<file path="config.mk">
export PLATFORM = sky130hd
export DESIGN_NAME = encode_rp_flat
export DESIGN_NICKNAME = d
export VERILOG_FILES = /design/src/rtl/encode_rp_pkg.sv /design/src/rtl/encode_rp_if.sv /design/src/rtl/encode_rp_reduce.sv /design/src/rtl/encode_rp.sv /design/src/flat_wrapper.sv
export SDC_FILE = /design/constraint.sdc
export NUM_CORES = 2
export LEC_CHECK = 0
export ABC_AREA = 0
export BUFFER_PORTS_ARGS = -buffer_cell sky130_fd_sc_hd__clkbuf_2
export CORE_MARGIN = 3
export CORE_UTILIZATION = 43
export DETAILED_ROUTE_END_ITERATION = 10
export PLACE_DENSITY_LB_ADDON = 0.05
export SLEW_MARGIN = 20
export SYNTH_ARGS = -nofsm -noshare
export SYNTH_HDL_FRONTEND = slang
export SYNTH_SLANG_ARGS = --single-unit
</file>
<file path="constraint.sdc">
create_clock -name clk -period 10.4 [get_ports clk]
set_input_delay 1.04 -clock clk [delete_from_list [all_inputs] [get_ports clk]]
set_output_delay 1.04 -clock clk [all_outputs]
set_load 0.01 [all_outputs]
</file>
<file path="src/rtl/encode_rp_pkg.sv">
// Shared constants, FSM encoding and radix helper for the NTRU Prime Encode engine.
package encode_rp_pkg;

    localparam int R_W         = 14;
    localparam int EMIT_THRESH = 16384;

    // sntrup761 parameter set: Rq uses q, Rounded uses (q+2)/3
    localparam int NTRU_P       = 761;
    localparam int NTRU_Q       = 4591;
    localparam int NTRU_ROUNDED = 1531;

    typedef enum logic [3:0] {
        ST_IDLE,
        ST_LVL_INIT,
        ST_RD_A,
        ST_RD_B,
        ST_MUL,
        ST_EMIT,
        ST_WB,
        ST_TAIL,
        ST_TAIL_WB,
        ST_FIN_LD,
        ST_FINAL,
        ST_DONE
    } enc_state_e;

    // Radix left after one byte has been peeled off: ceil(m / 256)
    function automatic logic [15:0] shrink_radix(input logic [15:0] m);
        logic [16:0] t;
        t = ({1'b0, m} + 17'd255) >> 8;
        return 16'(t);
    endfunction

endpackage

</file>
<file path="src/rtl/encode_rp_if.sv">
// Control, work-RAM and output-RAM signals of the Encode engine.
interface encode_rp_if
    import encode_rp_pkg::*;
#(
    parameter int DEPTH     = 10,
    parameter int OUT_DEPTH = 11,
    parameter int R_WIDTH   = R_W
) ();
    logic                 start;
    logic                 busy;
    logic                 done;
    logic [OUT_DEPTH-1:0] out_len;
    logic [DEPTH-1:0]     wk_rd_addr;
    logic [R_WIDTH-1:0]   wk_rd_data;
    logic                 wk_wr_en;
    logic [DEPTH-1:0]     wk_wr_addr;
    logic [R_WIDTH-1:0]   wk_wr_data;
    logic                 out_we;
    logic [OUT_DEPTH-1:0] out_addr;
    logic [7:0]           out_data;

    modport slave (
        input  start, wk_rd_data,
        output busy, done, out_len, wk_rd_addr, wk_wr_en, wk_wr_addr, wk_wr_data,
               out_we, out_addr, out_data
    );

    modport master (
        output start, wk_rd_data,
        input  busy, done, out_len, wk_rd_addr, wk_wr_en, wk_wr_addr, wk_wr_data,
               out_we, out_addr, out_data
    );
endinterface

</file>
<file path="src/rtl/encode_rp_reduce.sv">
// Combinational byte peel-off for one pair: up to two bytes until the radix drops below 16384.
module encode_reduce
    import encode_rp_pkg::*;
#(
    parameter int R_WIDTH = R_W
) (
    input  logic [2*R_WIDTH-1:0] r_i,
    input  logic [2*R_WIDTH-1:0] mm_i,
    output logic [7:0]           byte0_o,
    output logic [7:0]           byte1_o,
    output logic [1:0]           cnt_o,
    output logic [R_WIDTH-1:0]   r_o,
    output logic [R_WIDTH-1:0]   mm_o
);
    localparam int PW = 2 * R_WIDTH;
    localparam logic [PW:0] K255 = (PW+1)'(255);
    localparam logic [PW:0] THR  = (PW+1)'(EMIT_THRESH);

    // one spare bit so the +255 rounding cannot wrap
    logic [PW:0] mm0;
    logic [PW:0] mm1;
    logic [PW:0] mm2;

    always_comb begin
        mm0     = {1'b0, mm_i};
        mm1     = (mm0 + K255) >> 8;
        mm2     = (mm1 + K255) >> 8;
        byte0_o = r_i[7:0];
        byte1_o = r_i[15:8];
        if (mm0 < THR) begin
            cnt_o = 2'd0;
            r_o   = R_WIDTH'(r_i);
            mm_o  = R_WIDTH'(mm0);
        end else if (mm1 < THR) begin
            cnt_o = 2'd1;
            r_o   = R_WIDTH'(r_i >> 8);
            mm_o  = R_WIDTH'(mm1);
        end else begin
            cnt_o = 2'd2;
            r_o   = R_WIDTH'(r_i >> 16);
            mm_o  = R_WIDTH'(mm2);
        end
    end
endmodule

</file>
<file path="src/rtl/encode_rp.sv">
// NTRU Prime mixed-radix Encode: folds pairs level by level in the work RAM, streaming bytes out.
module encode_rp
    import encode_rp_pkg::*;
#(
    parameter int P_LEN     = NTRU_P,
    parameter int M0        = NTRU_Q,
    parameter int R_WIDTH   = R_W,
    parameter int DEPTH     = 10,
    parameter int OUT_DEPTH = 11
) (
    input  logic       clk,
    input  logic       rst_n,
    encode_rp_if.slave bus
);
    localparam int PW = 2 * R_WIDTH;

    enc_state_e           state_q, state_d;
    logic [DEPTH:0]       n_q, n_d;
    logic [DEPTH-1:0]     i_q, i_d;
    logic [R_WIDTH-1:0]   m_q, m_d, m_last_q, m_last_d, m_new_q, m_new_d, a_q, a_d;
    logic [PW-1:0]        mm_q, mm_d, mml_q, mml_d, pmm_q, pmm_d, r_q, r_d;
    logic                 e_q, e_d;
    logic [OUT_DEPTH-1:0] out_addr_q, out_addr_d, out_len_q, out_len_d;

    logic [DEPTH-1:0]     half;
    logic                 last_pair;
    logic                 out_we_c;
    logic [7:0]           red_b0, red_b1;
    logic [1:0]           red_cnt;
    logic [R_WIDTH-1:0]   red_r, red_mm;

    assign half      = n_q[DEPTH:1];
    assign last_pair = !n_q[0] && (i_q == half - DEPTH'(1));

    encode_reduce #(.R_WIDTH(R_WIDTH)) u_reduce (
        .r_i     (r_q),
        .mm_i    (pmm_q),
        .byte0_o (red_b0),
        .byte1_o (red_b1),
        .cnt_o   (red_cnt),
        .r_o     (red_r),
        .mm_o    (red_mm)
    );

    always_ff @(posedge clk or negedge rst_n) begin
        if (!rst_n) begin
            state_q    <= ST_IDLE;
            n_q        <= '0;
            i_q        <= '0;
            m_q        <= '0;
            m_last_q   <= '0;
            m_new_q    <= '0;
            a_q        <= '0;
            mm_q       <= '0;
            mml_q      <= '0;
            pmm_q      <= '0;
            r_q        <= '0;
            e_q        <= 1'b0;
            out_addr_q <= '0;
            out_len_q  <= '0;
        end else begin
            state_q    <= state_d;
            n_q        <= n_d;
            i_q        <= i_d;
            m_q        <= m_d;
            m_last_q   <= m_last_d;
            m_new_q    <= m_new_d;
            a_q        <= a_d;
            mm_q       <= mm_d;
            mml_q      <= mml_d;
            pmm_q      <= pmm_d;
            r_q        <= r_d;
            e_q        <= e_d;
            out_addr_q <= out_addr_d;
            out_len_q  <= out_len_d;
        end
    end

    always_comb begin
        state_d    = state_q;
        n_d        = n_q;
        i_d        = i_q;
        m_d        = m_q;
        m_last_d   = m_last_q;
        m_new_d    = m_new_q;
        a_d        = a_q;
        mm_d       = mm_q;
        mml_d      = mml_q;
        pmm_d      = pmm_q;
        r_d        = r_q;
        e_d        = e_q;
        out_addr_d = out_we_c ? out_addr_q + OUT_DEPTH'(1) : out_addr_q;
        out_len_d  = out_len_q;
        case (state_q)
            ST_IDLE: if (bus.start) begin
                state_d    = ST_LVL_INIT;
                n_d        = (DEPTH+1)'(P_LEN);
                m_d        = R_WIDTH'(M0);
                m_last_d   = R_WIDTH'(M0);
                out_addr_d = '0;
            end
            ST_LVL_INIT: begin
                i_d     = '0;
                mm_d    = PW'(m_q) * PW'(m_q);
                mml_d   = PW'(m_q) * PW'(m_last_q);
                state_d = (n_q == (DEPTH+1)'(1)) ? ST_FIN_LD : ST_RD_A;
            end
            ST_RD_A: state_d = ST_RD_B;
            ST_RD_B: begin
                a_d     = bus.wk_rd_data;
                state_d = ST_MUL;
            end
            // The multiplier is always the lower element's radix, which is m; only the
            // pair radix differs on the last pair of an even level.
            ST_MUL: begin
                r_d     = PW'(a_q) + PW'(m_q) * PW'(bus.wk_rd_data);
                pmm_d   = last_pair ? mml_q : mm_q;
                e_d     = 1'b0;
                state_d = ST_EMIT;
            end
            ST_EMIT: begin
                if (!e_q && red_cnt == 2'd2) e_d = 1'b1;
                else                         state_d = ST_WB;
            end
            ST_WB: begin
                if (last_pair) m_last_d = red_mm;
                else           m_new_d  = red_mm;
                if (i_q + DEPTH'(1) < half) begin
                    i_d     = i_q + DEPTH'(1);
                    state_d = ST_RD_A;
                end else if (n_q[0]) begin
                    state_d = ST_TAIL;
                end else begin
                    n_d     = n_q - (DEPTH+1)'(half);
                    m_d     = m_new_q;
                    state_d = ST_LVL_INIT;
                end
            end
            ST_TAIL: state_d = ST_TAIL_WB;
            ST_TAIL_WB: begin
                n_d     = n_q - (DEPTH+1)'(half);
                m_d     = m_new_q;
                state_d = ST_LVL_INIT;
            end
            ST_FIN_LD: begin
                r_d     = PW'(bus.wk_rd_data);
                state_d = ST_FINAL;
            end
            ST_FINAL: begin
                if (m_last_q > R_WIDTH'(1)) begin
                    r_d      = r_q >> 8;
                    m_last_d = R_WIDTH'(shrink_radix(16'(m_last_q)));
                end else begin
                    out_len_d = out_addr_q;
                    state_d   = ST_DONE;
                end
            end
            ST_DONE: state_d = ST_IDLE;
            default: state_d = ST_IDLE;
        endcase
    end

    always_comb begin
        bus.busy       = (state_q != ST_IDLE) && (state_q != ST_DONE);
        bus.done       = (state_q == ST_DONE);
        bus.wk_rd_addr = '0;
        bus.wk_wr_en   = 1'b0;
        bus.wk_wr_addr = '0;
        bus.wk_wr_data = '0;
        out_we_c       = 1'b0;
        bus.out_data   = '0;
        case (state_q)
            ST_RD_A: bus.wk_rd_addr = DEPTH'({i_q, 1'b0});
            ST_RD_B: bus.wk_rd_addr = DEPTH'({i_q, 1'b1});
            ST_EMIT: begin
                out_we_c     = red_cnt > {1'b0, e_q};
                bus.out_data = e_q ? red_b1 : red_b0;
            end
            ST_WB: begin
                bus.wk_wr_en   = 1'b1;
                bus.wk_wr_addr = i_q;
                bus.wk_wr_data = red_r;
            end
            ST_TAIL: bus.wk_rd_addr = DEPTH'(n_q - (DEPTH+1)'(1));
            ST_TAIL_WB: begin
                bus.wk_wr_en   = 1'b1;
                bus.wk_wr_addr = half;
                bus.wk_wr_data = bus.wk_rd_data;
            end
            ST_FINAL: begin
                out_we_c     = m_last_q > R_WIDTH'(1);
                bus.out_data = r_q[7:0];
            end
            default: ;
        endcase
        bus.out_we = out_we_c;
    end

    assign bus.out_addr = out_addr_q;
    assign bus.out_len  = out_len_q;

endmodule

</file>
<file path="src/flat_wrapper.sv">
// flat-port wrapper written by rule: the top's interface ports become plain ports
module encode_rp_flat import encode_rp_pkg::*;
#(
    parameter int P_LEN     = NTRU_P,
    parameter int M0        = NTRU_Q,
    parameter int R_WIDTH   = R_W,
    parameter int DEPTH     = 10,
    parameter int OUT_DEPTH = 11
)
  (clk, rst_n, bus_start, bus_wk_rd_data, bus_busy, bus_done, bus_out_len, bus_wk_rd_addr, bus_wk_wr_en, bus_wk_wr_addr, bus_wk_wr_data, bus_out_we, bus_out_addr, bus_out_data);
  encode_rp_if #(.DEPTH(DEPTH), .OUT_DEPTH(OUT_DEPTH), .R_WIDTH(R_WIDTH)) bus_i ();
  input  logic clk;
  input  logic rst_n;
  input wire logic [$bits(bus_i.start)-1:0] bus_start;
  input wire logic [$bits(bus_i.wk_rd_data)-1:0] bus_wk_rd_data;
  output wire logic [$bits(bus_i.busy)-1:0] bus_busy;
  output wire logic [$bits(bus_i.done)-1:0] bus_done;
  output wire logic [$bits(bus_i.out_len)-1:0] bus_out_len;
  output wire logic [$bits(bus_i.wk_rd_addr)-1:0] bus_wk_rd_addr;
  output wire logic [$bits(bus_i.wk_wr_en)-1:0] bus_wk_wr_en;
  output wire logic [$bits(bus_i.wk_wr_addr)-1:0] bus_wk_wr_addr;
  output wire logic [$bits(bus_i.wk_wr_data)-1:0] bus_wk_wr_data;
  output wire logic [$bits(bus_i.out_we)-1:0] bus_out_we;
  output wire logic [$bits(bus_i.out_addr)-1:0] bus_out_addr;
  output wire logic [$bits(bus_i.out_data)-1:0] bus_out_data;
  assign bus_i.start = bus_start;
  assign bus_i.wk_rd_data = bus_wk_rd_data;
  assign bus_busy = bus_i.busy;
  assign bus_done = bus_i.done;
  assign bus_out_len = bus_i.out_len;
  assign bus_wk_rd_addr = bus_i.wk_rd_addr;
  assign bus_wk_wr_en = bus_i.wk_wr_en;
  assign bus_wk_wr_addr = bus_i.wk_wr_addr;
  assign bus_wk_wr_data = bus_i.wk_wr_data;
  assign bus_out_we = bus_i.out_we;
  assign bus_out_addr = bus_i.out_addr;
  assign bus_out_data = bus_i.out_data;
  encode_rp #(.P_LEN(P_LEN), .M0(M0), .R_WIDTH(R_WIDTH), .DEPTH(DEPTH), .OUT_DEPTH(OUT_DEPTH)) u_core (.clk(clk), .rst_n(rst_n), .bus(bus_i));
endmodule
</file>
# Yosys cells after proc, flatten, opt, wreduce, memory -nomap -nowiden

Index checks and enable logic that the tools add are counted.

Output and inout bits: 68
Word-level logic and storage cells: 121
Bits in registers: 216
Input bits: 17

Muxes and demuxes: 41
Reduce and logical (&&, ||, !) cells: 22
Equal/unequal tests: 24
Add/sub/neg operators: 9
Bitwise operators: 2
Magnitude comparators: 5
Multiply operators: 3

Operator list:

| cell                                                                              | count |
|---|---|
| 14-bit 2-to-1 mux                                                                 | 9 |
| 14-bit by 14-bit multiplier with 28-bit output                                    | 3 |
| 14-bit case mux with 3 select lines                                               | 2 |
| 28-bit case mux with 3 select lines                                               | 1 |
| 11-bit 2-to-1 mux                                                                 | 6 |
| 28-bit 2-to-1 mux                                                                 | 2 |
| 4-bit case mux with 11 select lines                                               | 1 |
| 10-bit case mux with 2 select lines                                               | 2 |
| 11-bit case mux with 3 select lines                                               | 1 |
| 10-bit case mux with 3 select lines                                               | 1 |
| 28-bit by 8-bit adder with 29-bit output (second input constant)                  | 1 |
| 14-bit by 28-bit adder with 28-bit output                                         | 1 |
| 28-bit by 15-bit < comparator with 1-bit output (second input constant)           | 1 |
| 14-bit case mux with 2 select lines                                               | 1 |
| 21-bit by 8-bit adder with 22-bit output (second input constant)                  | 1 |
| 21-bit by 15-bit < comparator with 1-bit output (second input constant)           | 1 |
| 4-bit 2-to-1 mux                                                                  | 5 |
| 10-bit by 1-bit subtractor with 10-bit output (second input constant)             | 2 |
| 4-bit by 3-bit equality test with 1-bit output (second input constant)            | 4 |
| 4-bit equality test (second input constant)                                       | 4 |
| 8-bit case mux with 2 select lines                                                | 1 |
| 14-bit by 8-bit adder with 15-bit output (second input constant)                  | 1 |
| 14-bit by 1-bit greater-than comparator with 1-bit output (second input constant) | 1 |
| 11-bit by 1-bit adder with 11-bit output (second input constant)                  | 1 |
| other kinds (29)                                                                  | 53 |

# Logic depth before layout (Yosys ltp)

Depth after elaboration: 9
Mapped depth: 23
Mapped depth without buffers: 23

# Cells and area by module

A second synthesis with hierarchy kept.

Cells, all modules: 3524
Area total of the unflattened synthesis: 31197.4 um^2

By module, submodules not included:

| module        | times used | area an instance (um^2) | cells each | sequential area each (um^2) |
|---|---|---|---|---|
| encode_rp     | 1          | 29930.0                 | 3347       | 5380.2 |
| encode_reduce | 1          | 1267.5                  | 177        | 0.0 |

# Least setup slack after synthesis

No wires, ideal clock.

Path type: input to register
Start point: in bus_wk_rd_data[0]
End point: reg u_core.r_q[24]
Path slack: 3.659 ns
Path buffers: 1
Library setup time: 0.122 ns
Data required time: 10.278 ns
Data arrival time: 6.619 ns
Cell stages on the path: 21
Cells stage by stage: clkbuf_1 -> and2_1 -> fa_1 -> inv_1 -> fa_1 -> inv_1 -> fa_1 -> inv_1 -> fa_1 -> inv_1 -> fa_1 -> fa_1 -> ha_1 -> a2111oi_0 -> o21ai_0 -> nand3_1 -> o21ai_0 -> a41oi_1 -> o21ai_0 -> a211o_1 -> a32o_1

Longest elaborated chain between the ends: 3

Ends and longest elaborated chain:

| element                                        | line               | RTL |
|---|---|---|
| start: declaration                             | flat_wrapper.sv:15 | `input wire logic [$bits(bus_i.wk_rd_data)-1:0] bus_wk_rd_data;` |
| 14-bit by 14-bit multiplier with 28-bit output | encode_rp.sv:116   | `r_d = PW'(a_q) + PW'(m_q) * PW'(bus.wk_rd_data);` |
| 14-bit by 28-bit adder with 28-bit output      | encode_rp.sv:116   |  |
| 28-bit case mux with 3 select lines            | encode_rp.sv:94    | `case (state_q)` |
| end signal: assignment                         | encode_rp.sv:72    | `r_q <= r_d;` |
| end: declaration                               | encode_rp.sv:21    | `logic [PW-1:0] mm_q, mm_d, mml_q, mml_d, pmm_q, pmm_d, r_q, r_d;` |

No other way between the ends.
A chain may end at the register's enable or synchronous reset.

# Final worst setup path

Start point: reg u_core.m_q[4]
End point: reg u_core.mml_q[22]

Longest elaborated chain between the ends: 1

Ends and longest elaborated chain:

| element                                        | line             | RTL |
|---|---|---|
| start: declaration                             | encode_rp.sv:20  | `logic [R_WIDTH-1:0] m_q, m_d, m_last_q, m_last_d, m_new_q, m_new_d, a_q, a_d;` |
| start signal: assignment                       | encode_rp.sv:65  | `m_q <= m_d;` |
| 14-bit by 14-bit multiplier with 28-bit output | encode_rp.sv:105 | `mml_d = PW'(m_q) * PW'(m_last_q);` |
| end signal: assignment                         | encode_rp.sv:70  | `mml_q <= mml_d;` |
| end: declaration                               | encode_rp.sv:21  |  |

No other way between the ends.

==> results_dict.tcl <==
set metrics [dict create \
    grtUsageTotal_pct 24.01 \
    ant_nets 0 \
    drc 0 \
    grt_pass1_vias 24730 \
    finClkSkew_ps 13.91 \
    fmax_ghz 0.1362 \
    tightestPinTransition_ps 1021 \
    antenna_found_initial 2 \
    hold_class "reg -> reg" \
    hold_viol_final 0 \
    ys_seq_area_share_pct 17.72 \
    drt_pass1_iterations 5 \
    period_share_pct 70.59 \
    cts.path.max_buffers 3 \
    crit_path_start_kind "register" \
    setup-tns-final_ps 0 \
    wl_per_cell_um 20.09 \
    critical_path_arrival_ps 7760 \
    cts_tree "built" \
    worst_setup_path_end_kind "register" \
    h-tree-depth 1 \
    dp.cells 4255 \
    synth-main-ff-cell "dfrtp_1" \
    dr_wl_met3_mm 3.177 \
    drive_gt1_share_pct 7.291 \
    postSynthCellCount 3372 \
    worst-path-max-fanout 29 \
    die_w_um 271.7 \
    synth.avg_cell_area_sq_um 9.004 \
    overflow 0 \
    status "finished, final reports clean" \
    syn-num-nets 4106 \
    multi_input_area_sq_mm 0.02238 \
    ios 85 \
    clk_latency_ps 580 \
    synth_cell_types 74 \
    synth_edf_count 0 \
    post_cts_buffers 0 \
    die_h_um 271.7 \
    ctsResizeCount 0 \
    synth_seq_cells 215 \
    worst_ep_required_time_ps 10820 \
    vias 23350 \
    cts_root_buffer "clkbuf_16" \
    gp_congestion 0.9021 \
    rsz0062_at_grt "no" \
    first_iter_violations 1410 \
    setup_violations 0 \
    grt_pass1_wl_mm 140.3 \
    core_area_sq_mm 0.06931 \
    dr_wl_met2_mm 43.38 \
    path_class "reg -> reg" \
    final_max_slew_viol_count 0 \
    min_period_ps 7342 \
    synthArstFlopShare_pct 100.0 \
    area_delta_synth_final_pct 7.175 \
    clk_pin_slew_ps 60 \
    relSlewSlack_pct 31.93 \
    drv_cap 0 \
    ctsHoldBuffers 0 \
    final_cell_mix "inv_1 (520), nand2_1 (480), fa_1 (414)" \
    die_area_sq_mm 0.07383 \
    start_util_pct 43.81 \
    cts_made_buffers 28 \
    final_nets 4088 \
    drt-total-wl_mm 86.56 \
    cts.sinks 215 \
    top_layer_used "met5" \
    finalNonFillerCells 4308 \
    seq_area_sq_mm 0.005383 \
    wl_met1_mm 37.97 \
    fp-row-count 96 \
    grt_max_degree 101 \
    fin_util_pct 46.95 \
    synthesis.area_sq_mm 0.03036 \
    final_common_cell "inv_1" \
    io_buffers 84 \
    vias_per_cell 5.420 \
    dp_hpwl_mm 64.98 \
    nFillCells 6790 \
    ys_warn_count 0 \
]
[final cells by class]
cell class	count	share of cell area, %
Multi-Input combinational cell	2464	68.77
Timing Repair Buffer	125	2.269
Clock inverter	13	0.3768
Clock buffer	37	2.442
Sequential cell	215	16.54
Inverter	520	5.998
Antenna cell	3	0.02307
Tap cell	931	3.580
[synthesized netlist by cell type (all sizes together) (34+ instances only)]
master / number / area, sq um
and2: 244 / 1526
nor2: 109 / 409.1
xnor2: 82 / 718.2
inv: 520 / 1952
nand2: 482 / 1809
mux2i: 42 / 424.2
fa: 414 / 8288
dfrtp: 215 / 5380
ha: 303 / 3791
o21ai: 188 / 940.9
xor2: 58 / 508.0
nand3: 34 / 170.2
mux2: 39 / 439.2
a21o: 38 / 285.3
clkbuf: 152 / 570.6
a21oi: 86 / 437.9
[cells by family (layout without fill, tap and decap cells)]
family,Yosys count,in the layout,share of synthesized area [%]
AND/OR/NAND/NOR,1006,1006,15.81
adder cells (fa/ha/maj),717,717,39.78
buffers and inverters,693,695,8.679
AO/OA/AOI/OAI,520,520,11.13
flip-flops,215,215,17.72
XOR/XNOR,140,140,4.039
multiplexers,81,81,2.843
other,0,3,0
[sequential cells by signal, indices dropped and copies added, names as in the netlist]
name and cells:
u_core.m_q 14, u_core.bus.out_addr 11, u_core.n_q 11, u_core.i_q 10, u_core.a_q 14, u_core.m_last_q 14
u_core.mml_q 28, u_core.m_new_q 14, u_core.r_q 28, u_core.pmm_q 28, u_core.state_q 4, u_core.mm_q 27
u_core.bus.out_len 11, u_core.e_q 1
[critical path, cell delays in order, from the launching register on]
cell       delay [ps]
dfrtp_1           930
buf_4             530
and2_1            220
fa_1              410
inv_1              80
fa_1              400
inv_1             100
fa_1              420
fa_1              520
fa_1              540
inv_1              50
fa_1              530
inv_1              40
ha_1              360
a211o_1           320
a2111oi_0         420
o31ai_1           250
a31o_2            320
a22o_1            230
a41oi_1           250
xor2_1            160
o21ai_0            80
[stage by stage]
stage                     instance area, sq um  hold WS [ps]  setup slack [ps]
after floorplan                          30360         447.8              3659
after global placement                   31610         462.6              3009
after detailed placement                 31610         470.5              2982
after CTS                                32530         483.2              3093
after global routing                     32530         494.0              2734
final                                    32540         479.1              3058
[worst paths after layout]
path | start | endpoint | slack, ps | cells after the start
worst max-delay path | u_core.m_q[4] | u_core.mml_q[22] | 3060 | 21
worst min-delay path | u_core.mml_q[14] | u_core.mml_q[14] | 480 | 2
worst max register to register | u_core.m_q[4] | u_core.mml_q[22] | 3060 | 21
worst min register to register | u_core.mml_q[14] | u_core.mml_q[14] | 480 | 2
max in group asynchronous | rst_n | u_core.m_new_q[5] | 8470 | 2
min in group asynchronous | rst_n | u_core.bus.out_len[6] | 500 | 1
[layer usage]
| metal | global-route usage, % | vias to the layer above |
|---|---|---|
| met5 | 0 | - |
| met4 | 5.888 | 2 |
| met3 | 2.369 | 128 |
| met2 | 42.00 | 534 |
| met1 | 32.02 | 11880 |
| li1 | - | 10800 |
Power is left out: the tool's default activity adds up to more than one toggle a clock period on the data nets, which glitch-free logic cannot reach.
